`src/rtl/lfsr_period_checker_sat_counter.sv`:
```
// Saturating up-counter with synchronous clear; a coincident increment wins over clear.
module sat_counter #(
    parameter int unsigned W = 8
) (
    input  logic         clk_i,
    input  logic         rst_ni,
    input  logic         inc_i,
    input  logic         clr_i,
    output logic [W-1:0] count_o
);

    logic [W-1:0] cnt_q, cnt_d, base;

    always_comb begin
        base  = clr_i ? '0 : cnt_q;
        cnt_d = base;
        if (inc_i && (base != '1)) begin
            cnt_d = base + 1'b1;
        end
    end

    always_ff @(posedge clk_i or negedge rst_ni) begin
        if (!rst_ni) begin
            cnt_q <= '0;
        end else begin
            cnt_q <= cnt_d;
        end
    end

    assign count_o = cnt_q;

endmodule

```
`config.mk`:
```
export PLATFORM = sky130hd
export DESIGN_NAME = sat_counter
export DESIGN_NICKNAME = d
export VERILOG_FILES = /design/src/rtl/lfsr_period_checker_sat_counter.sv
export SDC_FILE = /design/constraint.sdc
export NUM_CORES = 1
export LEC_CHECK = 0
export CAP_MARGIN = 20
export CORE_AREA = 2 2 39 41
export CTS_BUF_LIST = sky130_fd_sc_hd__clkbuf_8
export CTS_CLUSTER_DIAMETER = 40
export CTS_CLUSTER_SIZE = 8
export DETAILED_ROUTE_END_ITERATION = 16
export DIE_AREA = 0 0 41 43
export SYNTH_ARGS = -nofsm -noshare
export SYNTH_HDL_FRONTEND = slang
export SYNTH_SLANG_ARGS = --single-unit
```
`constraint.sdc`:
```
create_clock -name clk_i -period 1.89 [get_ports clk_i]
set_clock_uncertainty 0.2 [all_clocks]
set_input_delay 0.378 -clock clk_i [delete_from_list [all_inputs] [get_ports clk_i]]
set_output_delay 0.378 -clock clk_i [all_outputs]
set_load 0.05 [all_outputs]
```
; ---- Word-level counts from Yosys, hierarchy flattened
; Cells that the tools add are included.
[totals]
regBits = 8
in_bits = 4
out_inout_bits = 8
[op_classes]
n_addsub = 1
eq_ne = 1
n_mux = 2
reduce_logical = 1
[ops]
columns = op, n
row1 = 2-to-1 mux 8 bit, 2
row2 = "adder 8 x 1 -> 8 bit, second input constant", 1
row3 = "!= test 8 bit, second input constant", 1
row4 = logical AND 1 bit, 1

; ---- Longest topological paths before layout
; Gate-level depths: netlist of the first run.
[logic_depth]
ltp_word = 4
ltp_mapped = 4

; ---- Least setup slack after synthesis of the first run
; Ideal clock, no wire load.
[synth_path]
path_type = reg-to-reg
from = register cnt_q[0] (netlist: count_o[0])
to = register cnt_q[5] (netlist: count_o[5])
arrival_ns = 1.406
required_time_ns = 1.613
setup_slack_ns = 0.206
stages_incl_launch_ff = 4
period_less_slack_ns = 1.684
path_cell_list = dfrtp_1 > nand4_4 > or3_1 > a21oi_1
[synth_via]
elab_chain_len = 4
word_cells_on_any_way = 5
classes_between = 1 x add/sub / 1 x eq/ne / 2 x mux / 1 x reduce/logical
[synth_rtl]
columns = element, line
row1 = start: declaration, 12  ; logic [W-1:0] cnt_q, cnt_d, base;
row2 = start signal: assignment, 26  ; cnt_q <= cnt_d;
row3 = 2-to-1 mux 8 bit *, 15  ; base = clr_i ? '0 : cnt_q;
row4 = "parallel branches: the longest is 2 deep, another holds adder 8 x 1 -> 8 bit", --
row5 = 2-to-1 mux 8 bit *, 17  ; if (inc_i && (base != '1)) begin
row6 = via cnt_d[5], 12
; Mark *: on every way through the listed nets, which the timed path passes.

; ---- Worst setup path in the final report of the first run
[layout_path]
from = input inc_i
to = register cnt_q[5] (netlist: count_o[5])
[layout_via]
elab_chain_len = 2
[layout_rtl]
columns = element, line
row1 = start: declaration, 7  ; input logic inc_i,
row2 = logical AND 1 bit, 17
row3 = 2-to-1 mux 8 bit, 17
row4 = via cnt_d[5], 12
; The timed path passes the listed nets, and every way through them passes these cells.

==> impl_metrics.py, run 1 <==
metrics = {
    "worst_setup_path": {
        "arrival_ns": 1.56,
        "crit_type": "primary input to register",
        "cp_slowest_cell": "clkdlybuf4s50_1",
        "slowest_delay_ns": 0.54,
        "reg2reg_depth": 3,
        "rrSetupSlack_ns": 0.42,
        "required_ns": 1.84,
        "timing.rr.end": "count_o[5]",
        "reg2reg_from": "count_o[0]",
        "end_kind": "register",
        "crit_fanout": 4,
        "crit_chain": "clkdlybuf4s50_1 > nand4_4 > or3_1 > a21oi_1",
        "cp-start-kind": "primary input",
    },
    "floorplanning": {
        "core_sq_mm": 0.00138,
        "num_rows": 14,
        "initial_core_util_pct": 29.6,
        "io_pins": 12,
        "fp.dieArea_sq_mm": 0.00176,
        "die_h_microns": 43,
        "die_x_microns": 41,
    },
    "layout": {
        "syn_to_final_growth_pct": 54.4,
        "largest_reg_flops": 8,
        "final_cell_mix": "8 x dfrtp_1, 8 x buf_4, 6 x a21oi_1",
        "nets": 63,
        "num-fill-cells": 128,
        "antennaDiodeCount": 0,
        "fin_util_pct": 45.7,
        "drive_gt1_share_pct": 31.6,
    },
    "clock_tree": {
        "clk_pin_slew_ns": 0.04,
        "cts_setup_buffers": 0,
        "root_buffer": "clkbuf_8",
        "cts_tree": "yes",
        "ctsLongestPathBuffers": 2,
        "clock_latency_ns": 0.23,
        "cts_buffers": 3,
        "cts_hold_buffers": 0,
        "cts.htree.levels": 1,
        "cts.sinks": 8,
        "cts-resized-gates": 0,
    },
    "routing": {
        "wire_per_inst_microns": 13.0,
        "via_per_inst": 5.38,
        "routed-via-count": 393,
        "dr.pass1.iters": 5,
        "antenna_left": 0,
        "routed_wl_microns": 952,
        "drt_iter0_drc": 11,
        "drc": 0,
    },
    "timing": {
        "finalCritPeriodShare_pct": 84.8,
        "slew_viol_final": 0,
        "tightest_slew_ns": 0.365,
        "fin_ws_ns": 0.288,
        "slew_headroom_pct": 75.6,
        "fin_crit_ns": 1.60,
        "rsz0062_at_grt": "no",
        "tns_ns": 0,
        "fmax_mhz": 624,
        "hold_viol": 0,
        "setup_viol_count_final": 0,
    },
    "place": {
        "gp_congestion": 0.749,
        "place_hpwl_microns": 705,
        "portBuffers": 11,
        "dp_slack_ns": 0.0495,
    },
    "synth": {
        "syn-cell-area_sq_um": 409,
        "syn-num-nets": 45,
        "yosys.area_share.adder_pct": 0,
        "ys_types": 22,
        "yosysSeqAreaShare_pct": 48.9,
        "yosysWarnings": 0,
        "synth_top_family_by_area": "simple AND/OR/NAND/NOR gates",
        "synth_xor_area_share_pct": 0,
        "post_synth.cell_area_avg_sq_um": 9.98,
        "ys_ff_latch": 8,
        "synthMuxAreaShare_pct": 0,
        "synth-compound-area-share_pct": 19.3,
        "yosys.area_share.simple_pct": 27.8,
        "synth_cells": 41,
    },
    "outcome": {
        "status": "finished clean",
    },
    "power_and_ir_drop": {
        "p_leak_nw": 0.281,
        "finalPower_uw": 460,
        "vdd_drop_max_mv": 0.320,
        "power_density_mw_per_mm2": 728,
    },
    "global_routing": {
        "grt_max_degree": 9,
        "antenna_found_initial": 0,
        "grt_pass1_vias": 388,
        "grt_overflow": 0,
        "grt_util_all_layers_pct": 14.5,
        "grt_pass1_wl_microns": 1640,
    },
    "job": {
        "maxCapViolations": 0,
    },
    "min_path": {
        "hold_path.class": "primary input to async pin",
    },
}
cell usage after synthesis:
library cell,count,area (sq um)
or3_1,1,6.26
nor2_1,1,3.75
nand3_1,1,5.00
nand4_4,1,21.3
clkbuf_1,1,3.75
nor4_1,1,6.26
and4b_1,1,10.0
and4_2,1,10.0
and3_1,1,6.26
nand4_1,1,6.26
a211oi_1,2,15.0
dfrtp_1,8,200
a21oi_1,6,30.0
o31ai_1,1,7.51
nand2_1,2,7.51
inv_1,2,7.51
and3_2,1,7.51
and3b_1,1,8.76
buf_2,1,5.00
a31oi_1,3,18.8
nor3_1,3,15.0
o21bai_1,1,7.51
worst max-delay path by stage:
stage / from / endpoint / slack, ns / cells after the start
floorplan: count_o[0] / count_o[5] / 0.21 / 3
global placement: inc_i / count_o[5] / 0.06 / 4
detailed placement: inc_i / count_o[5] / 0.05 / 4
CTS: inc_i / count_o[5] / 0.28 / 4
global route: clr_i / count_o[3] / 0.19 / 4
finish: inc_i / count_o[5] / 0.29 / 4
routing by layer:
layer  share of wire, %  vias to the layer above  routed length (microns)  global-route usage [%]
li1                   -                      190                        -                       -
met1                 41                      184                      391                    17.0
met2                 49                       14                      466                    20.3
met3                5.5                        5                       52                    4.71
met4                4.3                        0                       41                    12.0
met5                  0                        -                        0                       0
metrics by stage:
stage,cells,hold slack [ns],instance area [sq um]
CTS,73,0.251,632
global placement,70,0.339,591
detailed placement,70,0.347,591
finish,73,0.231,632
global route,73,0.268,632
floorplan,41,-0.118,409
area by class of cell:
cell class              count  area (sq um)  share of cell area, %
inverters                   2          7.51                   1.19
well taps                  16          20.0                   3.17
clock buffers               3          41.3                   6.53
multi-input cells          29           193                   30.5
flip-flops and latches      8           200                   31.7
repair buffers             15           170                   26.9
kinds of logic after synthesis:
| logic type | Yosys count |
|---|---|
| flops | 8 |
| simple gates | 16 |
| buf+inv | 4 |
| compound gates | 13 |
report_power, final:
| part | leakage (nW) | internal, mW | total, mW | switching [mW] |
|---|---|---|---|---|
| clock | 0.0216 | 0.138 | 0.203 | 0.0657 |
| combinational | 0.151 | 0.0321 | 0.0655 | 0.0334 |
| sequential | 0.108 | 0.177 | 0.191 | 0.0137 |
worst max-delay path, delay by kind of cell:
kind	cells	cell delay (ns)
AND/OR/NAND/NOR	2	0.50
buffers and inverters	1	0.54
AO/OA/AOI/OAI	1	0.14
(Power assumes the default switching activity.)
==> run 2: changes to the inputs <==
==> constraint.sdc (replaced) <==
create_clock -name clk_i -period 1.5 [get_ports clk_i]
set_clock_uncertainty 0.2 [all_clocks]
set_input_delay 0.3 -clock clk_i [delete_from_list [all_inputs] [get_ports clk_i]]
set_output_delay 0.3 -clock clk_i [all_outputs]
set_load 0.05 [all_outputs]
==> impl_metrics.py, run 2 (synthesis gave the netlist of run 1 again) <==
metrics = {
    "worst_setup_path": {
        "cp_top_family": "buffers and inverters",
        "slowest_delay_ns": 0.41,
        "crit_fanout": 5,
        "arrival_ns": 1.37,
        "required_ns": 1.43,
        "cp_slowest_cell": "clkdlybuf4s50_1",
        "crit_chain": "clkdlybuf4s50_1 > and3b_1 > a211oi_2 > a211oi_1",
        "crit_type": "primary input to register",
        "crit_buf_inv": 1,
        "end_kind": "register",
        "cp-start-kind": "primary input",
    },
    "layout": {
        "syn_to_final_growth_pct": 68.2,
        "fin_util_pct": 49.7,
        "antennaDiodeCount": 0,
        "final_cell_mix": "8 x dfrtp_2, 8 x buf_12, 6 x a21oi_1",
        "nets": 62,
        "num-fill-cells": 124,
        "largest_reg_flops": 8,
        "drive_gt1_share_pct": 46.4,
    },
    "timing": {
        "slew_headroom_pct": 75.7,
        "fin_crit_ns": 1.43,
        "setup_viol_count_final": 0,
        "slew_viol_final": 0,
        "tightest_slew_ns": 0.364,
        "tns_ns": 0,
        "finalCritPeriodShare_pct": 95.5,
        "rsz0062_at_grt": "no",
        "fmax_mhz": 698,
        "fin_ws_ns": 0.0679,
        "holdWs_ns": 0.151,
        "hold_viol": 0,
    },
    "clock_tree": {
        "cts.htree.levels": 1,
        "root_buffer": "clkbuf_8",
        "cts_tree": "yes",
        "cts_buffers": 3,
        "cts.sinks": 8,
        "clock_latency_ns": 0.23,
        "ctsLongestPathBuffers": 2,
        "clk_pin_slew_ns": 0.04,
    },
    "floorplanning": {
        "die_h_microns": 43,
        "die_x_microns": 41,
        "initial_core_util_pct": 29.6,
        "num_rows": 14,
        "fp.dieArea_sq_mm": 0.00176,
        "core_sq_mm": 0.00138,
        "io_pins": 12,
    },
    "place": {
        "place_hpwl_microns": 704,
        "gp_congestion": 0.723,
        "portBuffers": 11,
        "dp_slack_ns": -0.295,
    },
    "routing": {
        "routed-via-count": 383,
        "antenna_left": 0,
        "drc": 0,
        "via_per_inst": 5.32,
        "routed_wl_microns": 920,
        "dr.pass1.iters": 2,
        "wire_per_inst_microns": 12.8,
        "drt_iter0_drc": 1,
    },
    "job": {
        "maxCapViolations": 0,
    },
    "global_routing": {
        "grt_pass1_wl_microns": 1650,
        "antenna_found_initial": 0,
        "grt_pass1_vias": 377,
        "busiest_layer": "met1",
        "grt_max_degree": 9,
        "grt_util_all_layers_pct": 14.3,
        "grt_overflow": 0,
        "grt_util_met3_pct": 3.66,
        "grt_util_met2_pct": 18.8,
        "use_met1_pct": 19.5,
    },
    "power_and_ir_drop": {
        "vdd_drop_max_mv": 0.332,
        "power_density_mw_per_mm2": 850,
        "finalPower_uw": 585,
        "p_leak_nw": 0.276,
    },
    "min_path": {
        "hold_path.class": "primary input to async pin",
    },
    "outcome": {
        "status": "finished clean",
    },
}
==> run 2: cell types whose count changed in the layout (fill, tap and decap cells not counted), sizes merged <==
cell	previous run	this run
clkdlybuf4s50	3	2
dlygate4sd2	0	1
buf	12	11
==> run 2: power by group <==
part	internal, mW	switching, mW	leakage [nW]	total, mW
registers	0.224	0.0180	0.0959	0.242
logic	0.0400	0.0415	0.158	0.0815
clock network	0.174	0.0868	0.0216	0.261
==> run 2: path summary, 6_finish.rpt <==
check                      slack, ns    endpoint  cells past startpoint       start
setup / recovery                0.07  count_o[3]                      4       clr_i
hold / removal                  0.15  count_o[6]                      1      rst_ni
setup reg to reg                0.09  count_o[6]                      3  count_o[4]
hold reg to reg                 0.36  count_o[7]                      2  count_o[7]
max in group asynchronous       0.66  count_o[0]                      1      rst_ni
min in group clk_i              0.36  count_o[7]                      2  count_o[7]
==> run 2: cell type report <==
cell class	count	area, sq um	share of cell area [%]
Timing Repair Buffer	14	211	30.7
Sequential cell	8	210	30.5
Multi-Input combinational cell	29	198	28.7
Clock buffer	3	41.3	6.00
Tap cell	16	20.0	2.91
Inverter	2	7.51	1.09
==> run 2: through the flow <==
stage               cell area (sq um)  cells
finish                            688     72
global route                      688     72
CTS                               688     72
detailed placement                648     69
global placement                  648     69
floorplan                         425     41
==> run 2: layer usage <==
layer	routed length (microns)	share of wire, %
met5	0	0
met4	29	3.2
met3	64	7.0
met2	416	45
met1	410	45
==> run 2: worst register-to-register path, delay by kind of cell, from the launching register on <==
kind / cells / cell delay [ns]
flops: 1 / 0.44
simple gates: 3 / 0.67
==> run 2: timing repair <==
action | CTS | global route
gates resized for setup | 1 | 0
endpoints found under the setup margin | 3 | 1
hold endpoints to repair | 0 | 0
buffers inserted | 0 | 0
pin swaps | 0 | 1
hold buffers | 0 | 0
cloned | 0 | 0
